[src/rtl/serial_recv.sv]
// Receive-side deserializer for a 2-bit-per-cycle DDR LVDS link.
// Hunts for word alignment on a training pattern, then emits one 32-bit word per 16 cycles.
//
// state      | meaning
// -----------+-----------------------------------------------------------
// ST_HUNT    | compare both bit offsets against the training word each cycle
// ST_CONFIRM | offset chosen; check the training word at each word boundary
// ST_LOCKED  | alignment established; deliver the selected window each boundary
module serial_recv #(
    parameter logic [31:0] TRAIN_WORD = 32'hF0E1_4B2D,
    parameter int unsigned LOCK_COUNT = 4
) (
    input  logic        CLKS,
    input  logic        RSTS,
    input  logic [1:0]  DIN,
    input  logic        RESYNC,
    output logic [31:0] DOUT,
    output logic        DOUT_VALID,
    output logic        LOCKED,
    output logic        SEL
);

    typedef enum logic [1:0] {
        ST_HUNT    = 2'd0,
        ST_CONFIRM = 2'd1,
        ST_LOCKED  = 2'd2
    } state_t;

    localparam logic [3:0] LOCK_N   = 4'(LOCK_COUNT);
    localparam logic       LOCK_ONE = (LOCK_N == 4'd1);

    state_t      state_q, state_d;
    logic [32:0] hist_q, hist_d;
    logic [3:0]  pcnt_q, pcnt_d;
    logic [3:0]  mcnt_q, mcnt_d;
    logic        sel_q, sel_d;
    logic [31:0] dout_q, dout_d;
    logic        dout_valid_q, dout_valid_d;
    logic        locked_q, locked_d;

    logic [31:0] win_a;
    logic [31:0] win_b;
    logic [31:0] win_sel;
    logic        match_a;
    logic        match_b;
    logic        match_sel;
    logic        boundary;
    logic [3:0]  mcnt_inc;

    // winB lags winA by one bit, covering words that start on a DIN[0] bit.
    assign win_a     = hist_q[31:0];
    assign win_b     = hist_q[32:1];
    assign win_sel   = sel_q ? win_b : win_a;
    assign match_a   = (win_a == TRAIN_WORD);
    assign match_b   = (win_b == TRAIN_WORD);
    assign match_sel = (win_sel == TRAIN_WORD);
    assign boundary  = (pcnt_q == 4'd15);
    assign mcnt_inc  = (mcnt_q == LOCK_N) ? mcnt_q : mcnt_q + 4'd1;

    always_comb begin
        state_d      = state_q;
        hist_d       = {hist_q[30:0], DIN[1], DIN[0]};
        pcnt_d       = (state_q == ST_HUNT) ? pcnt_q : pcnt_q + 4'd1;
        mcnt_d       = mcnt_q;
        sel_d        = sel_q;
        dout_d       = dout_q;
        dout_valid_d = 1'b0;
        locked_d     = locked_q;

        if (RESYNC) begin
            state_d  = ST_HUNT;
            pcnt_d   = 4'd0;
            mcnt_d   = 4'd0;
            locked_d = 1'b0;
        end else begin
            case (state_q)
                ST_HUNT: begin
                    // winA takes priority when both offsets match.
                    if (match_a || match_b) begin
                        sel_d    = ~match_a;
                        pcnt_d   = 4'd0;
                        mcnt_d   = 4'd1;
                        state_d  = LOCK_ONE ? ST_LOCKED : ST_CONFIRM;
                        locked_d = LOCK_ONE;
                    end
                end
                ST_CONFIRM: begin
                    if (boundary) begin
                        if (match_sel) begin
                            mcnt_d = mcnt_inc;
                            if (mcnt_inc == LOCK_N) begin
                                state_d  = ST_LOCKED;
                                locked_d = 1'b1;
                            end
                        end else begin
                            mcnt_d  = 4'd0;
                            pcnt_d  = 4'd0;
                            state_d = ST_HUNT;
                        end
                    end
                end
                ST_LOCKED: begin
                    if (boundary) begin
                        dout_d       = win_sel;
                        dout_valid_d = 1'b1;
                    end
                end
                default: begin
                    state_d  = ST_HUNT;
                    pcnt_d   = 4'd0;
                    mcnt_d   = 4'd0;
                    locked_d = 1'b0;
                end
            endcase
        end
    end

    always_ff @(posedge CLKS) begin
        if (RSTS) begin
            state_q      <= ST_HUNT;
            hist_q       <= '0;
            pcnt_q       <= '0;
            mcnt_q       <= '0;
            sel_q        <= 1'b0;
            dout_q       <= '0;
            dout_valid_q <= 1'b0;
            locked_q     <= 1'b0;
        end else begin
            state_q      <= state_d;
            hist_q       <= hist_d;
            pcnt_q       <= pcnt_d;
            mcnt_q       <= mcnt_d;
            sel_q        <= sel_d;
            dout_q       <= dout_d;
            dout_valid_q <= dout_valid_d;
            locked_q     <= locked_d;
        end
    end

    assign DOUT       = dout_q;
    assign DOUT_VALID = dout_valid_q;
    assign LOCKED     = locked_q;
    assign SEL        = sel_q;

endmodule

[config.mk]
export PLATFORM = sky130hd
export DESIGN_NAME = serial_recv
export DESIGN_NICKNAME = d
export VERILOG_FILES = /design/src/rtl/serial_recv.sv
export SDC_FILE = /design/constraint.sdc
export NUM_CORES = 1
export LEC_CHECK = 0
export ABC_AREA = 1
export CAP_MARGIN = 20
export CORE_ASPECT_RATIO = 0.8
export CORE_MARGIN = 5
export CORE_UTILIZATION = 39
export DETAILED_ROUTE_END_ITERATION = 8
export DONT_BUFFER_PORTS = 1
export GPL_TIMING_DRIVEN = 1
export PLACE_DENSITY = 0.56
export SETUP_SLACK_MARGIN = 0.15
export SLEW_MARGIN = 20
export SYNTH_ARGS = -nofsm -noshare
export SYNTH_HDL_FRONTEND = slang
export SYNTH_SLANG_ARGS = --single-unit
[constraint.sdc]
create_clock -name CLKS -period 2.3 [get_ports CLKS]
set_input_delay 0 -clock CLKS [delete_from_list [all_inputs] [get_ports CLKS]]
set_output_delay 0 -clock CLKS [all_outputs]
set_load 0.005 [all_outputs]
Word-level counts from Yosys, hierarchy flattened
Index checks and enable logic that the tools add are counted.
{"block": "totals", "reg_bits": 78, "inputBits": 5, "elab_cells": 57}
{"block": "classes", "add_sub_neg": 2, "n_eq_ne": 13, "muxes": 22, "bitwise_logic": 3, "n_reduce_logical": 9}
{"op": "$eq A32 B32 Y1 const B", "count": 3}
{"op": "$mux W32", "count": 1}
{"op": "$mux W4", "count": 8}
{"op": "$pmux W4 S3", "count": 2}
{"op": "$reduce_and A3 Y1", "count": 3}
{"op": "$add A4 B1 Y4 const B", "count": 2}
{"op": "$eq A4 B3 Y1 const B", "count": 2}
{"op": "$mux W2", "count": 4}
{"op": "$ne A2 B2 Y1 const B", "count": 3}
{"op": "$pmux W2 S3", "count": 1}
{"op": "$mux W1", "count": 5}
{"op": "$reduce_and A5 Y1", "count": 1}
{"op": "$eq A4 B4 Y1 const B", "count": 1}
{"op": "$reduce_and A4 Y1", "count": 1}
{"op": "$ne A3 B3 Y1 const B", "count": 1}
{"op": "$not A1 Y1", "count": 3}
{"op": "$pmux W1 S3", "count": 1}
{"op": "$reduce_or A3 Y1", "count": 1}
{"op": "$eq A2 B1 Y1 const B", "count": 1}
{"op": "$eq A2 B2 Y1 const B", "count": 1}
{"op": "$logic_not A2 Y1", "count": 1}
{"op": "$ne A2 B1 Y1 const B", "count": 1}
{"op": "$reduce_or A2 Y1", "count": 1}
{"op": "$logic_or A1 B1 Y1", "count": 1}

Depth between registers and ports, before layout
Gate-level depths: netlist (run 1).
{"block": "logic_depth", "depth_word": 7, "mapped_depth": 15, "ltp_nobuf": 13}

Worst setup path after synthesis (run 1)
No wires, ideal clock.
{"block": "synth_path", "kind": "reg-to-reg", "startpoint": "register sel_q (netlist: SEL)", "endpoint": "register pcnt_q[1]", "t_arrival_ns": 1.473, "slack_ns": 0.761, "path_stages_with_launch": 13, "path_buffers": 2, "period_less_slack_ns": 1.539, "path_cell_list": "dfxtp_1 buf_6 buf_6 nand2_1 o21ai_1 nand2_1 nor2_1 nand2_1 nor2_2 nand2_1 o21ai_2 nand2_2 a21oi_2"}
{"block": "synth_between", "elab_chain_cells": 5}
{"element": "start, declared", "line": "36", "source": "logic sel_q, sel_d;"}
{"element": "start signal, assigned", "line": "133", "source": "sel_q <= sel_d;"}
{"element": "$mux W32", "line": "53", "source": "assign win_sel = sel_q ? win_b : win_a;"}
{"element": "$eq A32 B32 Y1", "line": "56", "source": "assign match_sel = (win_sel == TRAIN_WORD);"}
{"element": "$mux W4", "line": "89", "source": "if (match_sel) begin"}
{"element": "$mux W4", "line": "88", "source": "if (boundary) begin"}
{"element": "$pmux W4 S3", "line": "76", "source": "case (state_q)"}
{"element": "end signal, assigned", "line": "131", "source": "pcnt_q <= pcnt_d;"}
{"element": "end, declared", "line": "34", "source": "logic [3:0] pcnt_q, pcnt_d;"}
No other way between the ends.
A chain may end at the register's enable or synchronous reset.

Worst setup path after layout (run 1)
{"block": "layout_path", "startpoint": "register sel_q (netlist: SEL)", "endpoint": "register locked_q (netlist: LOCKED)"}
{"block": "layout_between", "elab_chain_cells": 4}
{"element": "$mux W32", "line": "53"}
{"element": "$eq A32 B32 Y1", "line": "56"}
{"element": "$ne A2 B2 Y1 (no line)"}
{"element": "$reduce_and A5 Y1 (no line)"}
{"element": "end signal, assigned", "line": "136", "source": "locked_q <= locked_d;"}
{"element": "end, declared", "line": "39", "source": "logic locked_q, locked_d;"}
No other way between the ends.

==> run summary, run 1 <==
The run gives 27 as the post-synthesis cell type count. For the leakage power, the log shows 0.00154 uW. The share of synthesized flip-flops with an asynchronous set or reset is 0, and the largest buffer count on any clock path is 2.

The worst setup path is launched from a flip-flop. Counting every sink on the clock net gives 78. The setup path with the least slack is of type flip-flop to flip-flop. The total global-route track usage came out at 0.175. In this run, CTS created clock tree buffers numbering 9. The total power divided by cell area is 708 nW/um^2. In this run the clock root is driven by a sky130_fd_sc_hd__clkbuf_16. 40 I/O pins were placed. In the final routed layout, each cell accounts on average for 13.8 um. In this run, the number of DRC markers left after iteration 0 of detailed routing was 320. The biggest fanout along the worst timing path was 24; the via density per instance was 5.00. Clock latency on the worst-skew pair, taken at its later pin, is 0.33 ns. 0 antenna diodes ended up in the layout. The final-report max-slew violation count is 0. The number of port buffers was 0. TritonCTS built the clock tree. The cell count after synthesis came out at 537. CTS H-tree depth: 3.

The post-placement cell area was 3630 um^2; the wire length of the first global-routing pass was 15500 um. The synthesized design contains 0 enable-type register cells. The setup violation total in the final timing report is 0. The run gives 9000 um^2 as the area of the placeable core. The clock arrives with 0.00632 ns of skew. The initialized floorplan defines 31 standard-cell rows. The share of the cycle needed by the critical path after routing is 0.848. The tools report the sum of overflow across all layers after global routing as 0.

The worst endpoint data arrival time was 2.21 ns; the count of max-cap constraint violations was 0. Post-CTS timing repair inserted 0 buffers for setup. For this run, design rule violations remaining after detail routing come to 0. Length of the first detailed-routing pass in iterations: 6. Post-synthesis sequential area ratio: 0.436. The detail route stage leaves a number of antenna-violating nets equal to 0. For the via count of the first global-routing pass, the log shows 3075. Compared with the post-synthesis result, the final layout area differs by 13.1%. The mean instance size in the synthesized netlist is 6.67 um^2. Summed over all layers, the routed wires come to 9070 um.

Once detailed placement completed, the half-perimeter wirelength came to 6270 um. Routability-driven placement finished with a final weighted congestion of 0.935. The internal portion of the total power is 2250 uW.

The count of final hold-check violations is 0, and the net switching power is 619 uW. The logs give 424 uV for the highest ir drop seen on vdd and 56 for the maximum number of pins on one net before global-route repair. The initial standard-cell utilization of the core was 0.398.

When the netlist entered floorplanning its net count stood at 545. The tools report the part of the power in the clock network as 0.506. The path class of the tightest hold or removal check is input pin to flip-flop. The number of placed instances, taps included, is 634. The total number of vias is 3279, and the clock period minus worst slack is 1.95 ns. The total standard cell area after synthesis is 3580 um^2, and the flop and latch count out of synthesis is 78.

Based on the critical path, the design can be clocked at up to 513 MHz. The floorplan step defined a die boundary enclosing 11200 um^2. The worst max-slew margin expressed relative to the limit is 0.661.

The setup TNS after final layout was 0 ns; the relative contribution of combinational cells to total power was 0.018. The Yosys step of the flow raised 0 warnings. The run gives 0.450 as the post-layout utilization of the core.

At the worst endpoint, the required time is 2.56 ns. The transition time at the pin with the least slew margin came out at 0.508 ns. Setup repair after global routing left no endpoint under its margin.

The die is 117 um wide. Once layout is done, the placed cells without fillers occupy 4050 um^2. The ratio of cells with drive above 1 in the final layout works out to 0.0610.

Critical path endpoint category: a flip-flop. For the total number of nets in the final design, the log shows 544. Clock-pin slew was measured on the worst setup and hold paths at 0.06 ns. For this run, the leading register cell type out of synthesis is sky130_fd_sc_hd__dfxtp_1. In this run the vertical extent of the chip is 95.7 um. The switching share of power is 0.216. The run finished with clean final reports. The tools report the number of antenna violations at the first check in global routing as 0.

Excluding fillers, the count of instances in the completed layout stands at 656. The run gives 0.475 as the sequential group share of total power.
[registers in the layout, summed over array words and instances, names as in the netlist]
name        flops
state_q         2
DOUT           32
mcnt_q          4
pcnt_q          4
LOCKED          1
DOUT_VALID      1
hist_q         33
SEL             1
[synth_stat cells, drive strengths merged (4+ instances only)]
cell type	instances	area, um^2
nor2	98	370
o21ai	30	154
dfxtp	78	1560
a21oi	21	109
nand4	4	25.0
buf	10	87.6
a211oi	11	82.6
nand2	190	716
nand3	7	35.0
xor2	4	35.0
inv	46	173
a31oi	6	37.5
clkbuf	11	41.3
nor3	14	70.1
[through the flow]
| step | hold WS (ns) | power [uW] | setup WS (ns) |
|---|---|---|---|
| 5_1_grt | 0.0884 | 2970 | 0.172 |
| 3_5_place_dp | 0.0772 | 1420 | 0.257 |
| 4_1_cts | 0.0425 | 2890 | 0.228 |
| 2_1_floorplan | 0.107 | 1430 | 0.761 |
| 3_3_place_gp | 0.0766 | 1420 | 0.311 |
| 6_report | 0.0376 | 2870 | 0.351 |
[cell usage in the layout, fill, tap and decap left out, drive strengths merged, types with 6 or more instances in the layout]
| cell | instances |
|---|---|
| nor3 | 14 |
| a211oi | 11 |
| inv | 47 |
| o21ai | 30 |
| a21oi | 21 |
| a31oi | 6 |
| nand3 | 7 |
| nor2 | 98 |
| dfxtp | 78 |
| clkbuf | 11 |
| nand2 | 190 |
[layer usage]
metal	track usage	wire [um]	share of wire
met4	0.0468	73	0.0080
met3	0.0465	755	0.083
met5	0	0	0
met1	0.268	4720	0.52
met2	0.240	3520	0.39
[worst max-delay path: stages (launching register included)]
cell and delay, ns:
sky130_fd_sc_hd__dfxtp_2 0.37, sky130_fd_sc_hd__clkbuf_16 0.21, sky130_fd_sc_hd__clkinv_8 0.12, sky130_fd_sc_hd__nand2_1 0.06, sky130_fd_sc_hd__nand2_1 0.16, sky130_fd_sc_hd__nand2_1 0.07
sky130_fd_sc_hd__nor2_1 0.16, sky130_fd_sc_hd__nand2_1 0.09, sky130_fd_sc_hd__nor2_2 0.13, sky130_fd_sc_hd__nand2_1 0.10, sky130_fd_sc_hd__nor2_1 0.16, sky130_fd_sc_hd__nand3_1 0.10
sky130_fd_sc_hd__a21oi_1 0.14
[repair_timing]
action,in CTS,in global routing
hold buffers,5,0
hold endpoints to repair,62,0
setup endpoints to repair,0,9
gates resized for setup,0,9
[cell type report]
type | instances | area [um^2]
repair buffers | 9 | 120
clock buffers | 10 | 239
clock inverters | 6 | 70.1
flip-flops and latches | 78 | 1560
inverters | 47 | 189
fillers | 941 | 4950
well taps | 115 | 144
multi-input cells | 391 | 1730
[power groups by stage]
stage | combinational (uW) | clock, uW | sequential [uW]
after floorplan | 34.3 | 0 | 1390
after global placement | 27.2 | 0 | 1390
after detailed placement | 27.6 | 0 | 1390
after CTS | 52.8 | 1480 | 1360
after global routing | 60.3 | 1550 | 1360
final | 52.4 | 1450 | 1360
[final timing paths]
path                         startpoint                     to  slack [ns]  cells past startpoint
setup / recovery       SEL$_SDFFE_PP0P_    LOCKED$_SDFFE_PP0P_        0.35                     12
setup reg to reg       SEL$_SDFFE_PP0P_    LOCKED$_SDFFE_PP0P_        0.35                     12
hold / removal                     RSTS   DOUT[8]$_SDFFE_PP0P_        0.04                      3
hold reg to reg   DOUT[16]$_SDFFE_PP0P_  DOUT[16]$_SDFFE_PP0P_        0.48                      2
[cells by family after synthesis]
family,count (synthesis),share of synthesized area
and+or+nand+nor,315,0.348
DFF,78,0.436
AOI/OAI and AO/OA,68,0.107
buffers and inverters,68,0.0867
xor gates and xnor gates,5,0.0122
adders and majority gates,3,0.0105
Power figures use the tool's default switching activity.
==> run 2, diff against run 1 <==
- PLACE_DENSITY: 0.56 -> 0.58
- clock period: 2.3 -> 1.61 ns (I/O delays scaled with it)
==> run summary, run 2 (synthesized netlist as in run 1, its figures left out) <==
The launching element of the worst setup path is SEL$_SDFFE_PP0P_ (unchanged). The area growth from synthesis to final layout came out at 57.9% (was 13.1%). The total number of vias came out at 3776 (was 3279). The number of top-level design ports was 40 (unchanged); the clock period minus worst slack was 1.71 ns (was 1.95 ns). The leakage power is 0.00232 uW (was 0.00154 uW).

The y dimension of the die came out at 95.7 um (unchanged). The ratio of cells with drive above 1 in the final layout was 0.421 (was 0.0610). The tools report the launching point of the worst reg2reg path as SEL$_SDFFE_PP0P_ (unchanged). The top register by number of flip-flops was hist_q (unchanged). The via density per instance was 4.86 (was 5.00); the post-route worst setup slack was -0.104 ns (was 0.351 ns). For the die area, the log shows 11200 um^2 (unchanged). The transition time at the pin with the least slew margin was 0.602 ns (was 0.508 ns); the initial standard-cell utilization of the core was 0.398 (unchanged). The setup violation total in the final timing report is 10 (was 0), and the antenna diode instance count is 0 (unchanged). The count of max-cap constraint violations came out at 0 (unchanged).

The logs give 0.598 (was 0.661) for the worst max-slew margin expressed relative to the limit and 0 (unchanged) for the number of design rule violations left after detail routing. Via count of the first global-routing pass: 3519 (was 3075). The wire length of the first global-routing pass is 16600 um (was 15500 um). The maximum number of pins on one net before global-route repair was 56 (unchanged). Length of the first detailed-routing pass in iterations: 4 (was 6). The run gives 1.87 ns (was 2.56 ns) as the required time reported for the critical path endpoint. The final clock skew came out at 0.00626 ns (was 0.00632 ns). The root buffer cell is sky130_fd_sc_hd__clkbuf_16 (unchanged).

The number of port buffers is 0 (unchanged). The run gives 78 (unchanged) as the sink count of the clock tree. The worst-case hold slack was 0.141 ns (was 0.0376 ns). For the number of nets with antenna violations after routing, the log shows 0 (unchanged). The startpoint of the lowest-slack hold path is RSTS (unchanged). The clock-pin transition on the worst setup and hold timing paths is 0.06 ns (about the same), and the met2 track utilization from global routing is 0.293 (was 0.240). The tools report the total number of nets in the final design as 665 (was 544).

The tools report the highest ir drop seen on vdd as 676 uV (was 424 uV). The number of flip-flops under the largest register name works out to 33 (unchanged). The commonest non-fill, non-tap cell in the layout is sky130_fd_sc_hd__nand2_1 (unchanged). The total routed wirelength is 11000 um (was 9070 um), and the number of DRC violations after detailed-routing iteration 0 is 200 (was 320). The CTS H-tree depth is 3 (unchanged). The depth of the worst register-to-register path was 11 (was 12). Setup repair after global routing could not meet its margin everywhere. The run gives 7040 um (was 6270 um) as the placed wire-length estimate after detailed placement.

Biggest fanout along the worst timing path: 12 (was 24). The run gives 0.911 (was 0.935) as the final weighted congestion in routability-driven placement. The worst endpoint data arrival time came out at 1.97 ns (was 2.21 ns).

The tools report the latest clock arrival within the worst-skew pair as 0.33 ns (about the same). For the upper clock frequency limit, the log shows 584 MHz (was 513 MHz). The startpoint-to-endpoint class of the critical path is flip-flop to flip-flop (unchanged). The number of antenna violations at the first check in global routing is 0 (unchanged), and the hold path depth is 3 (unchanged).

The count of final hold-check violations came out at 0 (unchanged). Critical path endpoint category: a flip-flop (unchanged). For the largest buffer count on any clock path, the log shows 2 (unchanged). TritonCTS built the clock tree. The share of the cycle needed by the critical path after routing was 1.06 (was 0.848). The type of element launching the critical path was a flip-flop (unchanged). The total global-route track usage was 0.190 (was 0.175). The checks that failed: setup timing. The number of rows created at floorplan was 31 (unchanged); the area of the placeable core was 9000 um^2 (unchanged).

The classification of the worst-slack hold path was input pin to flip-flop (unchanged). The routed wirelength normalized by instance count works out to 14.2 um (was 13.8 um). Busiest metal layer after global routing: met2 (was met1).

The global routing met3 resource utilization was 0.0490 (was 0.0465); the final-report max-slew violation count was 0 (unchanged). The logs give 4220 uW (was 2870 uW) for the total design power and 0.260 (was 0.268) for the global-route track usage on met1. The die outline width is 117 um (unchanged).

Most frequent cells in the layout: sky130_fd_sc_hd__nand2_1 (165), sky130_fd_sc_hd__buf_4 (104), sky130_fd_sc_hd__nor2_1 (69) (was sky130_fd_sc_hd__nand2_1 (189), sky130_fd_sc_hd__nor2_1 (92), sky130_fd_sc_hd__dfxtp_1 (77)). The total power divided by cell area was 747 nW/um^2 (was 708 nW/um^2); the sum of overflow across all layers after global routing was 0 (unchanged). The run finished, with violations left. The CTS buffer count is 9 (unchanged).
==> run 2: cell count changes in the layout (fill, tap and decap cells not counted), sizes merged <==
cell / previous run / this run
bufinv: 1 / 2
dlygate4sd3: 4 / 6
buf: 4 / 120
clkinvlp: 3 / 2
clkinv: 2 / 4
clkbuf: 11 / 14
inv: 47 / 45
==> run 2: power by group <==
group	switching [uW]	leakage [uW]	total [uW]	internal, uW
clock network	800	0.000152	2150	1350
registers	9.81	0.000642	1940	1930
logic	69.9	0.00152	122	52.0
==> run 2: what timing repair did <==
item | CTS | global route
hold buffers | 7 | 0
pin swaps | 15 | 15
gates resized for setup | 71 | 130
endpoints found under the hold margin | 60 | 0
endpoints found under the setup margin | 45 | 45
setup buffers | 7 | 7
cloned | 0 | 6
==> run 2: final timing paths <==
path	to	slack, ns
worst max register to register	pcnt_q[0]$_SDFF_PP0_	-0.10
worst min register to register	hist_q[19]$_SDFF_PP0_	0.47
worst max-delay path	pcnt_q[0]$_SDFF_PP0_	-0.10
worst min-delay path	DOUT[1]$_SDFFE_PP0P_	0.14
==> run 2: final cells by class <==
type	instances	area, um^2
sequential	78	1600
clock buffer	10	229
tap	115	144
multi-input combinational	391	2190
timing repair buffer	130	1210
fill	779	3350
clock inverter	6	86.3
inverter	47	198
==> run 2: layer usage <==
| metal | vias up | wire (um) |
|---|---|---|
| met5 | - | 0 |
| met4 | 0 | 169 |
| met3 | 13 | 652 |
| met2 | 92 | 4960 |
| met1 | 1738 | 5240 |
| li1 | 1933 | - |
==> run 2: worst max-delay path: stages, from the launching register on <==
cell,delay [ns]
sky130_fd_sc_hd__dfxtp_4,0.43
sky130_fd_sc_hd__buf_8,0.16
sky130_fd_sc_hd__nand2_1,0.05
sky130_fd_sc_hd__o21ai_1,0.12
sky130_fd_sc_hd__nand2_1,0.09
sky130_fd_sc_hd__nor2_2,0.12
sky130_fd_sc_hd__nand2_1,0.10
sky130_fd_sc_hd__nor2_4,0.14
sky130_fd_sc_hd__nand2_2,0.08
sky130_fd_sc_hd__o21ai_2,0.15
sky130_fd_sc_hd__nand2_4,0.10
sky130_fd_sc_hd__nor2_1,0.11
==> run 2: through the flow <==
step,std cells,setup slack [ns],utilization,TNS [ns],area [um^2]
4_1_cts,764,-0.113,0.558,-0.981,5020
2_1_floorplan,537,0.0911,-,0,3610
3_3_place_gp,734,-0.220,0.489,-2.04,4400
5_1_grt,777,-0.253,0.628,-2.49,5650
6_report,777,-0.104,0.628,-0.844,5650
3_5_place_dp,734,-0.233,0.489,-2.25,4400
==> run 3, diff against run 2 <==
- SKIP_CTS_REPAIR_TIMING: unset -> 1
==> run summary, run 3 (synthesized netlist as in run 1, its figures left out) <==
The via density per instance is 4.84 (was 4.86). The final clock skew is 0.00612 ns (was 0.00626 ns), and the total routed wirelength is 11000 um (about the same). For the total design power, the log shows 4210 uW (was 4220 uW). Most frequent cells in the layout: sky130_fd_sc_hd__nand2_1 (169), sky130_fd_sc_hd__buf_4 (103), sky130_fd_sc_hd__nor2_1 (82) (was sky130_fd_sc_hd__nand2_1 (165), sky130_fd_sc_hd__buf_4 (104), sky130_fd_sc_hd__nor2_1 (69)). The ratio of cells with drive above 1 in the final layout was 0.384 (was 0.421). The run gives 0.911 (unchanged) as the final weighted congestion in routability-driven placement.

The number of antenna violations at the first check in global routing is 0 (unchanged). For the number of nets with antenna violations after routing, the log shows 0 (unchanged). The top register by number of flip-flops is hist_q (unchanged).

The maximum number of pins on one net before global-route repair is 57 (was 56). TritonCTS built the clock tree. The tools report the required time reported for the critical path endpoint as 1.87 ns (about the same). The critical path endpoint category is a flip-flop (unchanged). The tools report the wire length of the first global-routing pass as 16000 um (was 16600 um). The total number of nets in the final design was 661 (was 665); the cell count after placement was 734 (unchanged). Failing checks: setup timing (unchanged). The area of the placeable core was 9000 um^2 (unchanged); the transition time at the pin with the least slew margin was 0.566 ns (was 0.602 ns). Setup repair after global routing could not meet its margin everywhere.

The number of DRC violations after detailed-routing iteration 0 came out at 197 (was 200). The root buffer cell is sky130_fd_sc_hd__clkbuf_16 (unchanged). The die area was 11200 um^2 (unchanged); the worst endpoint data arrival time was 2.03 ns (was 1.97 ns). The tools report the sink count of the clock tree as 78 (unchanged).

The run gives 0 (unchanged) as the sum of overflow across all layers after global routing. Commonest non-fill, non-tap cell in the layout: sky130_fd_sc_hd__nand2_1 (unchanged). The total number of vias came out at 3743 (was 3776). The biggest fanout along the worst timing path works out to 12 (unchanged). The clock-pin transition on the worst setup and hold timing paths was 0.06 ns (about the same). The worst max-slew margin expressed relative to the limit is 0.622 (was 0.598), and the final non-filler cell area is 5430 um^2 (was 5650 um^2).

The run gives 31 (unchanged) as the number of rows created at floorplan. The length of the first detailed-routing pass in iterations was 5 (was 4). The run gives 7040 um (unchanged) as the placed wire-length estimate after detailed placement. The leakage power is 0.00219 uW (was 0.00232 uW), and the clock period minus worst slack is 1.77 ns (was 1.71 ns). Startpoint-to-endpoint class of the critical path: flip-flop to flip-flop (unchanged). The logs give 627 uV (was 676 uV) for the highest ir drop seen on vdd and 4400 um^2 (unchanged) for the post-placement cell area. Post-layout utilization of the core: 0.604 (was 0.628).

The area growth from synthesis to final layout works out to 51.7% (was 57.9%). The tools report the post-route worst setup slack as -0.159 ns (was -0.104 ns). CTS buffer count: 9 (unchanged). The share of the cycle needed by the critical path after routing was 1.10 (was 1.06); the count of max-cap constraint violations was 0 (unchanged). The antenna diode instance count was 0 (unchanged). The latest clock arrival within the worst-skew pair was 0.33 ns (about the same); the setup violation total in the final timing report was 29 (was 10). The tools report the final-report max-slew violation count as 0 (unchanged). Via count of the first global-routing pass: 3350 (was 3519). The run gives 773 (was 777) as the number of cells in the finished layout apart from fillers.

The die outline width was 117 um (unchanged). Classification of the worst-slack hold path: input pin to flip-flop (unchanged). The upper clock frequency limit was 565 MHz (was 584 MHz). Type of element launching the critical path: a flip-flop (unchanged). Number of flip-flops under the largest register name: 33 (unchanged). The logs give 40 (unchanged) for the number of top-level design ports and 0.398 (unchanged) for the initial standard-cell utilization of the core. The run gives 0 (unchanged) as the number of design rule violations left after detail routing.

The total global-route track usage came out at 0.183 (was 0.190). The number of port buffers was 0 (unchanged); the routed wirelength normalized by instance count was 14.2 um (about the same). The run finished, with violations left.

The total power divided by cell area works out to 776 nW/um^2 (was 747 nW/um^2). The y dimension of the die is 95.7 um (unchanged), and the largest buffer count on any clock path is 2 (unchanged). The run gives 0 (unchanged) as the count of final hold-check violations. CTS H-tree depth: 3 (unchanged).
## run 3: cell count changes in the layout (fill, tap and decap cells not counted), sizes merged
cell and change:
clkbuf -1, buf -3, clkinv -1, inv +1
## run 3: worst paths after layout
check | from | endpoint | slack [ns] | depth (start not counted)
setup / recovery | SEL$_SDFFE_PP0P_ | pcnt_q[0]$_SDFF_PP0_ | -0.16 | 11
hold / removal | RESYNC | DOUT[16]$_SDFFE_PP0P_ | 0.01 | 4
setup reg to reg | SEL$_SDFFE_PP0P_ | pcnt_q[0]$_SDFF_PP0_ | -0.16 | 11
hold reg to reg | hist_q[17]$_SDFF_PP0_ | hist_q[19]$_SDFF_PP0_ | 0.47 | 2
## run 3: stage by stage
stage	setup TNS (ns)	worst slack [ns]	hold slack (ns)
2_1_floorplan	0	0.0911	0.107
3_3_place_gp	-2.04	-0.220	0.0751
3_5_place_dp	-2.25	-0.233	0.0773
4_1_cts	-2.57	-0.261	-0.272
5_1_grt	-6.20	-0.285	0.0118
6_report	-3.21	-0.159	0.0101
## run 3: cell type report
cell class / count / area [um^2]
Multi-Input combinational cell: 391 / 2050
Clock inverter: 6 / 86.3
Sequential cell: 78 / 1590
Fill cell: 810 / 3560
Clock buffer: 10 / 229
Tap cell: 115 / 144
Inverter: 47 / 188
Timing Repair Buffer: 126 / 1140
## run 3: power breakdown
group / switching, uW / internal [uW]
logic: 70.1 / 50.6
registers: 9.68 / 1940
clock network: 794 / 1350
## run 3: worst max-delay path, stage by stage, from the launching register on
cell	delay [ns]
sky130_fd_sc_hd__dfxtp_4	0.41
sky130_fd_sc_hd__buf_6	0.17
sky130_fd_sc_hd__nand2_1	0.06
sky130_fd_sc_hd__o21ai_1	0.12
sky130_fd_sc_hd__nand2_1	0.09
sky130_fd_sc_hd__nor2_2	0.11
sky130_fd_sc_hd__nand2_1	0.07
sky130_fd_sc_hd__nor2_2	0.15
sky130_fd_sc_hd__nand2_1	0.12
sky130_fd_sc_hd__o21ai_2	0.18
sky130_fd_sc_hd__nand2_4	0.10
sky130_fd_sc_hd__nor2_1	0.11
## run 3: layer usage
layer | vias to the layer above | GRT usage | share of wire
met1 | 1722 | 0.263 | 0.49
li1 | 1921 | - | -
met2 | 92 | 0.266 | 0.44
met3 | 8 | 0.0484 | 0.059
met5 | - | 0 | 0
met4 | 0 | 0.0583 | 0.011
